==> src/rtl/memory_access_pkg.sv <==
// Shared Y86 definitions for the pipeline stages: instruction codes,
// memory-stage state encoding and bus geometry.
package memory_access_pkg;

  localparam logic [3:0] I_HALT   = 4'h0;
  localparam logic [3:0] I_NOP    = 4'h1;
  localparam logic [3:0] I_CMOVQ  = 4'h2;
  localparam logic [3:0] I_IRMOVQ = 4'h3;
  localparam logic [3:0] I_RMMOVQ = 4'h4;
  localparam logic [3:0] I_MRMOVQ = 4'h5;
  localparam logic [3:0] I_OPQ    = 4'h6;
  localparam logic [3:0] I_JXX    = 4'h7;
  localparam logic [3:0] I_CALL   = 4'h8;
  localparam logic [3:0] I_RET    = 4'h9;
  localparam logic [3:0] I_PUSHQ  = 4'hA;
  localparam logic [3:0] I_POPQ   = 4'hB;

  // A quad-word moves as this many byte beats.
  localparam int WORD_BYTES = 8;

  typedef enum logic [1:0] {
    ST_IDLE   = 2'd0,
    ST_ACCESS = 2'd1,
    ST_DONE   = 2'd2
  } mem_state_t;

endpackage

==> src/rtl/memory_access_addr_sel.sv <==
// Decodes an icode into the memory-stage operation: direction, byte
// address and the quad-word to be written.
module mem_addr_sel
  import memory_access_pkg::*;
(
  input  logic [3:0]  icode,
  input  logic [63:0] val_e,
  input  logic [63:0] val_a,
  input  logic [63:0] val_p,
  output logic        is_read,
  output logic        is_write,
  output logic [63:0] addr,
  output logic [63:0] wdata
);

  always_comb begin
    is_read  = 1'b0;
    is_write = 1'b0;
    addr     = val_e;
    wdata    = val_a;
    case (icode)
      I_RMMOVQ: is_write = 1'b1;
      I_PUSHQ:  is_write = 1'b1;
      I_CALL: begin
        is_write = 1'b1;
        wdata    = val_p;
      end
      I_MRMOVQ: is_read = 1'b1;
      // Stack pops read from the old stack pointer, not the ALU result.
      I_POPQ, I_RET: begin
        is_read = 1'b1;
        addr    = val_a;
      end
      default: ;
    endcase
  end

endmodule

==> src/rtl/memory_access.sv <==
// Y86 memory stage: moves one quad-word over an 8-bit request/ack bus as
// eight little-endian beats, with address-range and ack-timeout errors.
module memory_access
  import memory_access_pkg::*;
#(
  parameter int MEM_BYTES   = 1024,
  parameter int ACK_TIMEOUT = 15
) (
  input  logic        clk_i,
  input  logic        rst_n_i,
  input  logic        start_i,
  input  logic [3:0]  icode_i,
  input  logic [63:0] valE_i,
  input  logic [63:0] valA_i,
  input  logic [63:0] valP_i,
  output logic        mem_req_o,
  output logic        mem_we_o,
  output logic [63:0] mem_addr_o,
  output logic [7:0]  mem_wdata_o,
  input  logic        mem_ack_i,
  input  logic [7:0]  mem_rdata_i,
  output logic [63:0] valM_o,
  output logic        done_o,
  output logic        busy_o,
  output logic        dmem_error_o,
  output mem_state_t  state_o
);

  localparam int WAIT_W = (ACK_TIMEOUT > 1) ? $clog2(ACK_TIMEOUT) : 1;
  localparam logic [WAIT_W-1:0] WAIT_LAST = WAIT_W'(ACK_TIMEOUT - 1);
  localparam logic [63:0] ADDR_MAX = 64'(MEM_BYTES - WORD_BYTES);

  mem_state_t        state_q, state_d;
  logic              we_q;
  logic [63:0]       base_q;
  logic [63:0]       wdata_q;
  logic [2:0]        beat_q;
  logic [WAIT_W-1:0] wait_q;
  logic [63:0]       valm_q;
  logic              err_q;

  logic        sel_read, sel_write;
  logic [63:0] sel_addr, sel_wdata;
  logic        in_range, mem_op, timeout, last_beat, access;

  mem_addr_sel u_addr_sel (
    .icode    (icode_i),
    .val_e    (valE_i),
    .val_a    (valA_i),
    .val_p    (valP_i),
    .is_read  (sel_read),
    .is_write (sel_write),
    .addr     (sel_addr),
    .wdata    (sel_wdata)
  );

  assign mem_op    = sel_read | sel_write;
  assign in_range  = (sel_addr <= ADDR_MAX);
  assign access    = (state_q == ST_ACCESS);
  assign last_beat = (beat_q == 3'd7);
  assign timeout   = !mem_ack_i && (wait_q == WAIT_LAST);

  always_ff @(posedge clk_i or negedge rst_n_i) begin
    if (!rst_n_i) state_q <= ST_IDLE;
    else          state_q <= state_d;
  end

  always_comb begin
    state_d = state_q;
    case (state_q)
      ST_IDLE: begin
        if (start_i) state_d = (mem_op && in_range) ? ST_ACCESS : ST_DONE;
      end
      ST_ACCESS: begin
        if ((mem_ack_i && last_beat) || timeout) state_d = ST_DONE;
      end
      ST_DONE: state_d = ST_IDLE;
      default: state_d = ST_IDLE;
    endcase
  end

  // Bus handshake: while mem_req_o is high, addr/we/wdata stay fixed for the
  // current beat; a beat completes on a rising edge with mem_req_o && mem_ack_i.
  // Bus fields are forced to zero outside ACCESS.
  always_comb begin
    mem_req_o    = access;
    mem_we_o     = access && we_q;
    mem_addr_o   = access ? (base_q + 64'(beat_q)) : 64'd0;
    mem_wdata_o  = access ? wdata_q[{beat_q, 3'b000} +: 8] : 8'd0;
    done_o       = (state_q == ST_DONE);
    busy_o       = (state_q != ST_IDLE);
    valM_o       = valm_q;
    dmem_error_o = err_q;
    state_o      = state_q;
  end

  always_ff @(posedge clk_i or negedge rst_n_i) begin
    if (!rst_n_i) begin
      we_q    <= 1'b0;
      base_q  <= 64'd0;
      wdata_q <= 64'd0;
      beat_q  <= 3'd0;
      wait_q  <= '0;
      valm_q  <= 64'd0;
      err_q   <= 1'b0;
    end else begin
      case (state_q)
        ST_IDLE: begin
          if (start_i) begin
            beat_q <= 3'd0;
            wait_q <= '0;
            if (mem_op && in_range) begin
              we_q    <= sel_write;
              base_q  <= sel_addr;
              wdata_q <= sel_wdata;
              valm_q  <= 64'd0;
              err_q   <= 1'b0;
            end else if (mem_op) begin
              // Out-of-range access keeps the previous valM.
              err_q <= 1'b1;
            end else begin
              valm_q <= 64'd0;
              err_q  <= 1'b0;
            end
          end
        end
        ST_ACCESS: begin
          if (mem_ack_i) begin
            if (!we_q) valm_q[{beat_q, 3'b000} +: 8] <= mem_rdata_i;
            beat_q <= beat_q + 3'd1;
            wait_q <= '0;
          end else if (timeout) begin
            err_q <= 1'b1;
          end else begin
            wait_q <= wait_q + 1'b1;
          end
        end
        default: ;
      endcase
    end
  end

endmodule

==> config.mk <==
export PLATFORM = sky130hd
export DESIGN_NAME = memory_access
export DESIGN_NICKNAME = d
export VERILOG_FILES = /design/src/rtl/memory_access_pkg.sv /design/src/rtl/memory_access_addr_sel.sv /design/src/rtl/memory_access.sv
export SDC_FILE = /design/constraint.sdc
export NUM_CORES = 1
export LEC_CHECK = 0
export ABC_AREA = 1
export BUFFER_PORTS_ARGS = -buffer_cell sky130_fd_sc_hd__buf_2
export CAP_MARGIN = 20
export CORE_AREA = 8 8 172 174
export CTS_BUF_LIST = sky130_fd_sc_hd__clkbuf_8 sky130_fd_sc_hd__clkbuf_16
export DETAILED_ROUTE_END_ITERATION = 7
export DIE_AREA = 0 0 180 182
export HOLD_SLACK_MARGIN = 0.12
export PLACE_DENSITY_LB_ADDON = 0.25
export SLEW_MARGIN = 20
export SYNTH_ARGS = -nofsm -noshare
export SYNTH_HDL_FRONTEND = slang
export SYNTH_SLANG_ARGS = --single-unit
export TNS_END_PERCENT = 5
==> constraint.sdc <==
create_clock -name clk_i -period 7.9 [get_ports clk_i]
set_input_delay 0.79 -clock clk_i [delete_from_list [all_inputs] [get_ports clk_i]]
set_output_delay 0.79 -clock clk_i [all_outputs]
set_load 0.05 [all_outputs]
# ---- Word-level counts from Yosys, hierarchy flattened
# Index checks and enable logic that the tools add are counted.
dict set report word_totals {
  ff_bits 203
  input_bits 208
  elab_cells 83
}
dict set report classes {
  add_sub_neg 4
  order_cmp 1
  n_eq_ne 18
  n_shift 3
  muxes 30
  n_bitwise 1
  reduce_logical 18
}
# op count
set ops {}
lappend ops {{$mux 64} 8}
lappend ops {{$pmux 64 s2} 1}
lappend ops {{$add 64x3->64} 1}
lappend ops {{$bwmux 64} 1}
lappend ops {{$le 64x10->1 const B} 1}
lappend ops {{$shift 8x8->64 const A} 1}
lappend ops {{$shiftx 64x7->8} 1}
lappend ops {{$shiftx 8x8->64} 1}
lappend ops {{$eq 4x4->1 const B} 5}
lappend ops {{$mux 4} 3}
lappend ops {{$ne 2x2->1 const B} 5}
lappend ops {{$reduce_and 3->1} 3}
lappend ops {{$eq 4x3->1 const B} 2}
lappend ops {{$mux 8} 1}
lappend ops {{$neg 6->8} 1}
lappend ops {{$pmux 4 s2} 1}
lappend ops {{$mux 1} 7}
lappend ops {{$mux 2} 3}
lappend ops {{$mux 3} 2}
lappend ops {{$ne 3x3->1 const B} 2}
lappend ops {{$pmux 3 s2} 1}
lappend ops {{$reduce_or 3->1} 2}
lappend ops {{$reduce_and 5->1} 1}
lappend ops {{$add 4x1->4 const B} 1}
lappend ops {{16 further kinds} 20}

# ---- Depth between registers and ports, before layout
dict set report depth {
  depth_word 8
  depth_mapped 18
}

# ---- Hierarchy
# From an unflattened synthesis, not the netlist that was laid out.
dict set report hier_totals {
  hier_cells 2096
  hier_area_um2 13641.8
}
# module instances cells_each area_each_um2 seq_area_each_um2
set by_module_without_submodules {}
lappend by_module_without_submodules {memory_access 1 1659 11725.0 5079.9}
lappend by_module_without_submodules {mem_addr_sel 1 437 1916.8 0.0}

# ---- Least setup slack after synthesis
# Ideal clock, no wire load.
dict set report synth_timing {
  path_type {reg-to-output}
  startpoint {reg beat_q[0]}
  endpoint {out mem_addr_o[44]}
  t_arrival_ps 3205
  t_required_ps 7110
  slack_ps 3905
  stages_incl_launch_ff 14
  n_path_buf 0
  cell_sequence {dfrtp_1 ha_1 fa_1 nand2_1 a21oi_1 nand2_1 inv_1 nand3_1 nor3_1 nand2_1 inv_1 nand3b_1 nand2_1 nor3b_1}
}
dict set report synth_via {
  elab_chain_cells 2
}
# element line
set synth_rtl {}
lappend synth_rtl {{start, declared} memory_access.sv:37} ;# logic [2:0] beat_q;
lappend synth_rtl {{start signal, assigned} memory_access.sv:130} ;# beat_q <= beat_q + 3'd1;
lappend synth_rtl {{$add 64x3->64} memory_access.sv:88} ;# mem_addr_o = access ? (base_q + 64'(beat_q)) : 64'd0;
lappend synth_rtl {{$mux 64} memory_access.sv:88}
lappend synth_rtl {{end, declared} memory_access.sv:18} ;# output logic [63:0] mem_addr_o,
# No other way between the ends.

# ---- Worst setup path in the final report
# Ends and elaborated chain as after synthesis.

==> metrics list <==
- Result of the run: complete, no violations
- Between clock sinks in the finished design, the worst skew comes to 0.0132 ns.
- Worst slew slack as a fraction of its limit: 0.332
* # Max-Cap Violations: 0
* Post-Synthesis Cell Area: 13200 sq um
- The hold violation total from the final report is 0.
- Core area: 26700 sq um
* GR peak layer: met2
* Element type at the critical path end: output port
- Measured on the finished design, the core utilization comes to 0.593.
- Maximum ir drop on the vdd rail: 121 uV
* Reg-to-reg critical path endpoint: valM_o[42]
- Average cell area after synthesis: approximately 7 sq um
- The share of the Yosys chip area taken by registers is 0.386.
* Static power due to leakage: about 8.5 nW
- Overall fraction of global-route tracks in use: 0.272
- CTS built an H-tree with a depth of 1.
* Met3 Resource Use GR: 0.0493
- In the final layout, the share of cells above drive strength 1 is 0.234.
- Among all flip-flop cells after synthesis, the most frequent one is dfrtp_1.
- Wires add up to ~46000 microns.
- Number of buffer and inverter instances along the worst setup path: 4
- At the placement stage, the worst setup path has a slack of roughly 3.4 ns.
- The floorplan step defined a die boundary enclosing between 30000 and 40000 sq um.
- The initialized floorplan defines 60 standard-cell rows.
- Buffers added to address setup during post-CTS repair amount to 0.
* Global routing met2 resource utilization: 0.463
- Area of all sequential standard cells: 5080 sq um
* Worst-path clk slew: approximately 0.06 ns
- Arithmetic-cell share of the synthesized area counting full adders, half adders and majority gates: 0.0129
* RR Startpoint: state_o[0]
* Die H: between 150 and 200 microns
- Period Utilization, post-route: 0.621
- Share of power burned in registers: 0.413
- Multi-input combinational cell area: 6860 sq um
- Dividing total power by cell area gives a power density of 162 nW/um^2.
- The path class of the tightest hold or removal check is input pin to async pin.
* DR pass1 iterations: 8
- In the synthesized netlist the async set-or-reset flop fraction comes to 1.00.
- The fraction of the mapped netlist area in compound gates is 0.0649.
* Number of synthesized flops with an enable pin: 0
- Number of cells on the worst reg-to-reg path: 12
* HPWL reported at the end of detailed placement: between 30000 and 40000 microns
- In the final timing run, aggregate negative setup slack is 0 ns.
- At the later pin of the worst-skew pair, clock insertion delay measures 0.52 ns.
- Summed over all nets, the switching power comes to 0.000719 W.
- Critical path, cell by cell: buf_4 > ha_1 > fa_1 > nand2_1 > a21oi_1 > nand2_1 > inv_1 > nand3_1 > nor3_1 > nand2_1 > inv_1 > nand3b_1 > nand2_1 > nor3b_1 > buf_2
- Of the total power, the share spent switching nets is 0.282.
- The detailed router finished its first iteration with 1239 violations.
- The clock passes through at most 3 buffers.
* Crit-path most repeated cell: nand2_1
- Syn nets: 2121
* Area growth from synthesis to layout: 20.1%
- The final route contains 13900 vias.
- Setup-violating endpoint count in the final report: 0
* Antenna Nets Post-Route: 0
- The number of hold buffers added after CTS was 0.
- By area, the combinational part of the netlist is dominated by simple AND/OR/NAND/NOR gates.
- Subtracting the final worst setup slack from the clock period gives 4.90 ns.
* Type of origin of the critical path: register
- Of the total power, the clock network draws 0.441.
* Number of buffers inserted by port buffering: 350
- Once routing completed, OpenROAD measured the worst setup slack at approximately 3 ns.
* Initial antenna violation count: 2
- The filler cells instantiated in the layout total 2609.
* Average vias per placed instance: 5.47
* Count of pins over their slew limit: 0
- Power Internal: 0.00183 W
- Biggest cell delay along the critical path: 0.53 ns
- Synthesis instantiated 35 different standard cells from the library.
* YS warnings: 0
- The first global-routing pass estimated 73300 microns of wire.
- Total congestion overflow after global routing: 0
- Transition time at the pin with the least slew margin: about 1 ns
- After detailed routing, the number of remaining DRC violations is 0.
* Kind of cell adding the most delay to the critical path: simple AND/OR/NAND/NOR gates
* Instance count of the mapped netlist: 1900
- Global-route track usage on met1: 0.336
* Crit path depth: 15
- Synth Register Bits: between 200 and 250
- The floorplan step set the die width to 180 microns.
- Final layout net count: 2407
- Initial Utilization: 0.494
* Mux share of post-synthesis cell area: 0.0497
- Required arrival time at the worst endpoint: 7.11 ns
* Clock net sink count: 203
- Dividing the detail-routed wire length by the instance count gives 18.1 microns.
* Worst endpoint data arrival time: 4.11 ns
- Register-to-register setup slack: 4.25 ns
- Root Buffer Master: clkbuf_16
- Combinational group share of total power: 0.145
- Number of CTS-inserted buffers: 23
- Static timing analysis puts the maximum clock frequency at around 200 MHz.
- Of the total synthesized cell area, the portion taken by AND, OR, NAND and NOR gates is 0.376.
* Number of ports placed on the die boundary: 351
- Final Wtd Congestion: roughly 0.95
- Standard cell with the maximum stage delay on the critical path: a21oi_1
- Post-synthesis share of cell area spent on xor and xnor gates: 0.0160
- The via count of the first global-routing pass came to 13900.
* Critical-path maximum fanout: 40
* Gates resized, CTS repair: 0
* Maximum number of pins on one net before global-route repair: 118
* Setup repair after global routing missed its margin: false
- The critical path in this run is classified as register to output port.
- TritonCTS clock tree: done
[how the worst max path moves through the flow]
stage               start              to
3_3_place_gp   icode_i[0]      valM_o[48]
5_1_grt         beat_q[0]  mem_addr_o[44]
2_1_floorplan   beat_q[0]  mem_addr_o[44]
4_1_cts         beat_q[0]  mem_addr_o[44]
6_report        beat_q[0]  mem_addr_o[44]
3_5_place_dp   icode_i[0]      valM_o[33]
[power by group through the flow]
stage | logic (W) | registers (W) | clock network (W)
2_1_floorplan | 0.000216 | 0.00109 | 0
3_3_place_gp | 0.000363 | 0.00107 | 0
3_5_place_dp | 0.000367 | 0.00107 | 0
4_1_cts | 0.000369 | 0.00106 | 0.00115
5_1_grt | 0.000407 | 0.00106 | 0.00118
6_report | 0.000371 | 0.00105 | 0.00113
[per-layer routing]
| metal | vias to the layer above | wire, microns |
|---|---|---|
| li1 | 6797 | - |
| met1 | 6417 | 18700 |
| met2 | 594 | 22200 |
| met3 | 96 | 3250 |
| met4 | 2 | 1820 |
| met5 | - | 10 |
[cells in the mapped netlist, types with 9 or more instances]
library cell  number  area share
nand2_1          576        0.16
nor2_1           252       0.072
dfrtp_1          203        0.39
nand4_1          182       0.087
inv_1            155       0.044
o21ai_0           87       0.033
nand3_1           69       0.026
mux2_2            58       0.050
clkbuf_1          47       0.013
inv_2             43       0.012
a21oi_1           38       0.014
buf_2             30       0.011
nor3_1            27       0.010
xor2_1            23       0.015
buf_4             20       0.011
a31oi_1           14      0.0067
nor4_1            14      0.0067
ha_1              12       0.011
o21ai_1           12      0.0046
o22ai_1            9      0.0043
[cells in the final DEF, fill, tap and decap left out, drive strengths merged]
master	instances
xor2	23
clkinv	4
ha	12
clkbuf	30
and3	2
o22ai	9
o21a	2
nor3b	3
fa	1
nand2	577
or2	4
nor4	14
nand3	70
o311ai	1
nand4	182
dfrtp	203
a31oi	14
a21oi	38
diode	1
clkinvlp	1
nor3	28
nor2	254
bufinv	3
mux2	58
nand3b	3
inv	202
xnor2	1
buf	363
o21ai	99
[registers in the layout, indices dropped and copies added, names as in the netlist]
register / cells
wait_q: 4
we_q: 1
state_o: 2
dmem_error_o: 1
wdata_q: 64
valM_o: 64
beat_q: 3
base_q: 64
[through the flow]
stage | total power, W | hold slack, ns | std cells | area (sq um)
global placement | 0.00144 | 0.448 | 2502 | 15000
CTS | 0.00257 | 0.441 | 2542 | 15800
floorplan | 0.00130 | 0.437 | 1900 | 13200
global route | 0.00265 | 0.487 | 2543 | 15800
finish | 0.00255 | 0.379 | 2543 | 15800
detailed placement | 0.00144 | 0.453 | 2502 | 15000
[cells by family after synthesis]
kind of cell / after synthesis
XOR/XNOR: 24
adder cells (fa/ha/maj): 13
flip-flops: 203
buffers and inverters: 302
AO/OA/AOI/OAI: 163
multiplexers: 58
AND/OR/NAND/NOR: 1137
[layout make-up]
| class | instances | share of cell area |
|---|---|---|
| well taps | 341 | 0.0270 |
| clock inverters | 11 | 0.00911 |
| flip-flops and latches | 203 | 0.322 |
| diodes | 1 | 0.000158 |
| inverters | 199 | 0.0473 |
| multi-input cells | 1395 | 0.435 |
| clock buffers | 29 | 0.0417 |
| repair buffers | 364 | 0.119 |
Power figures use the tool's default switching activity.
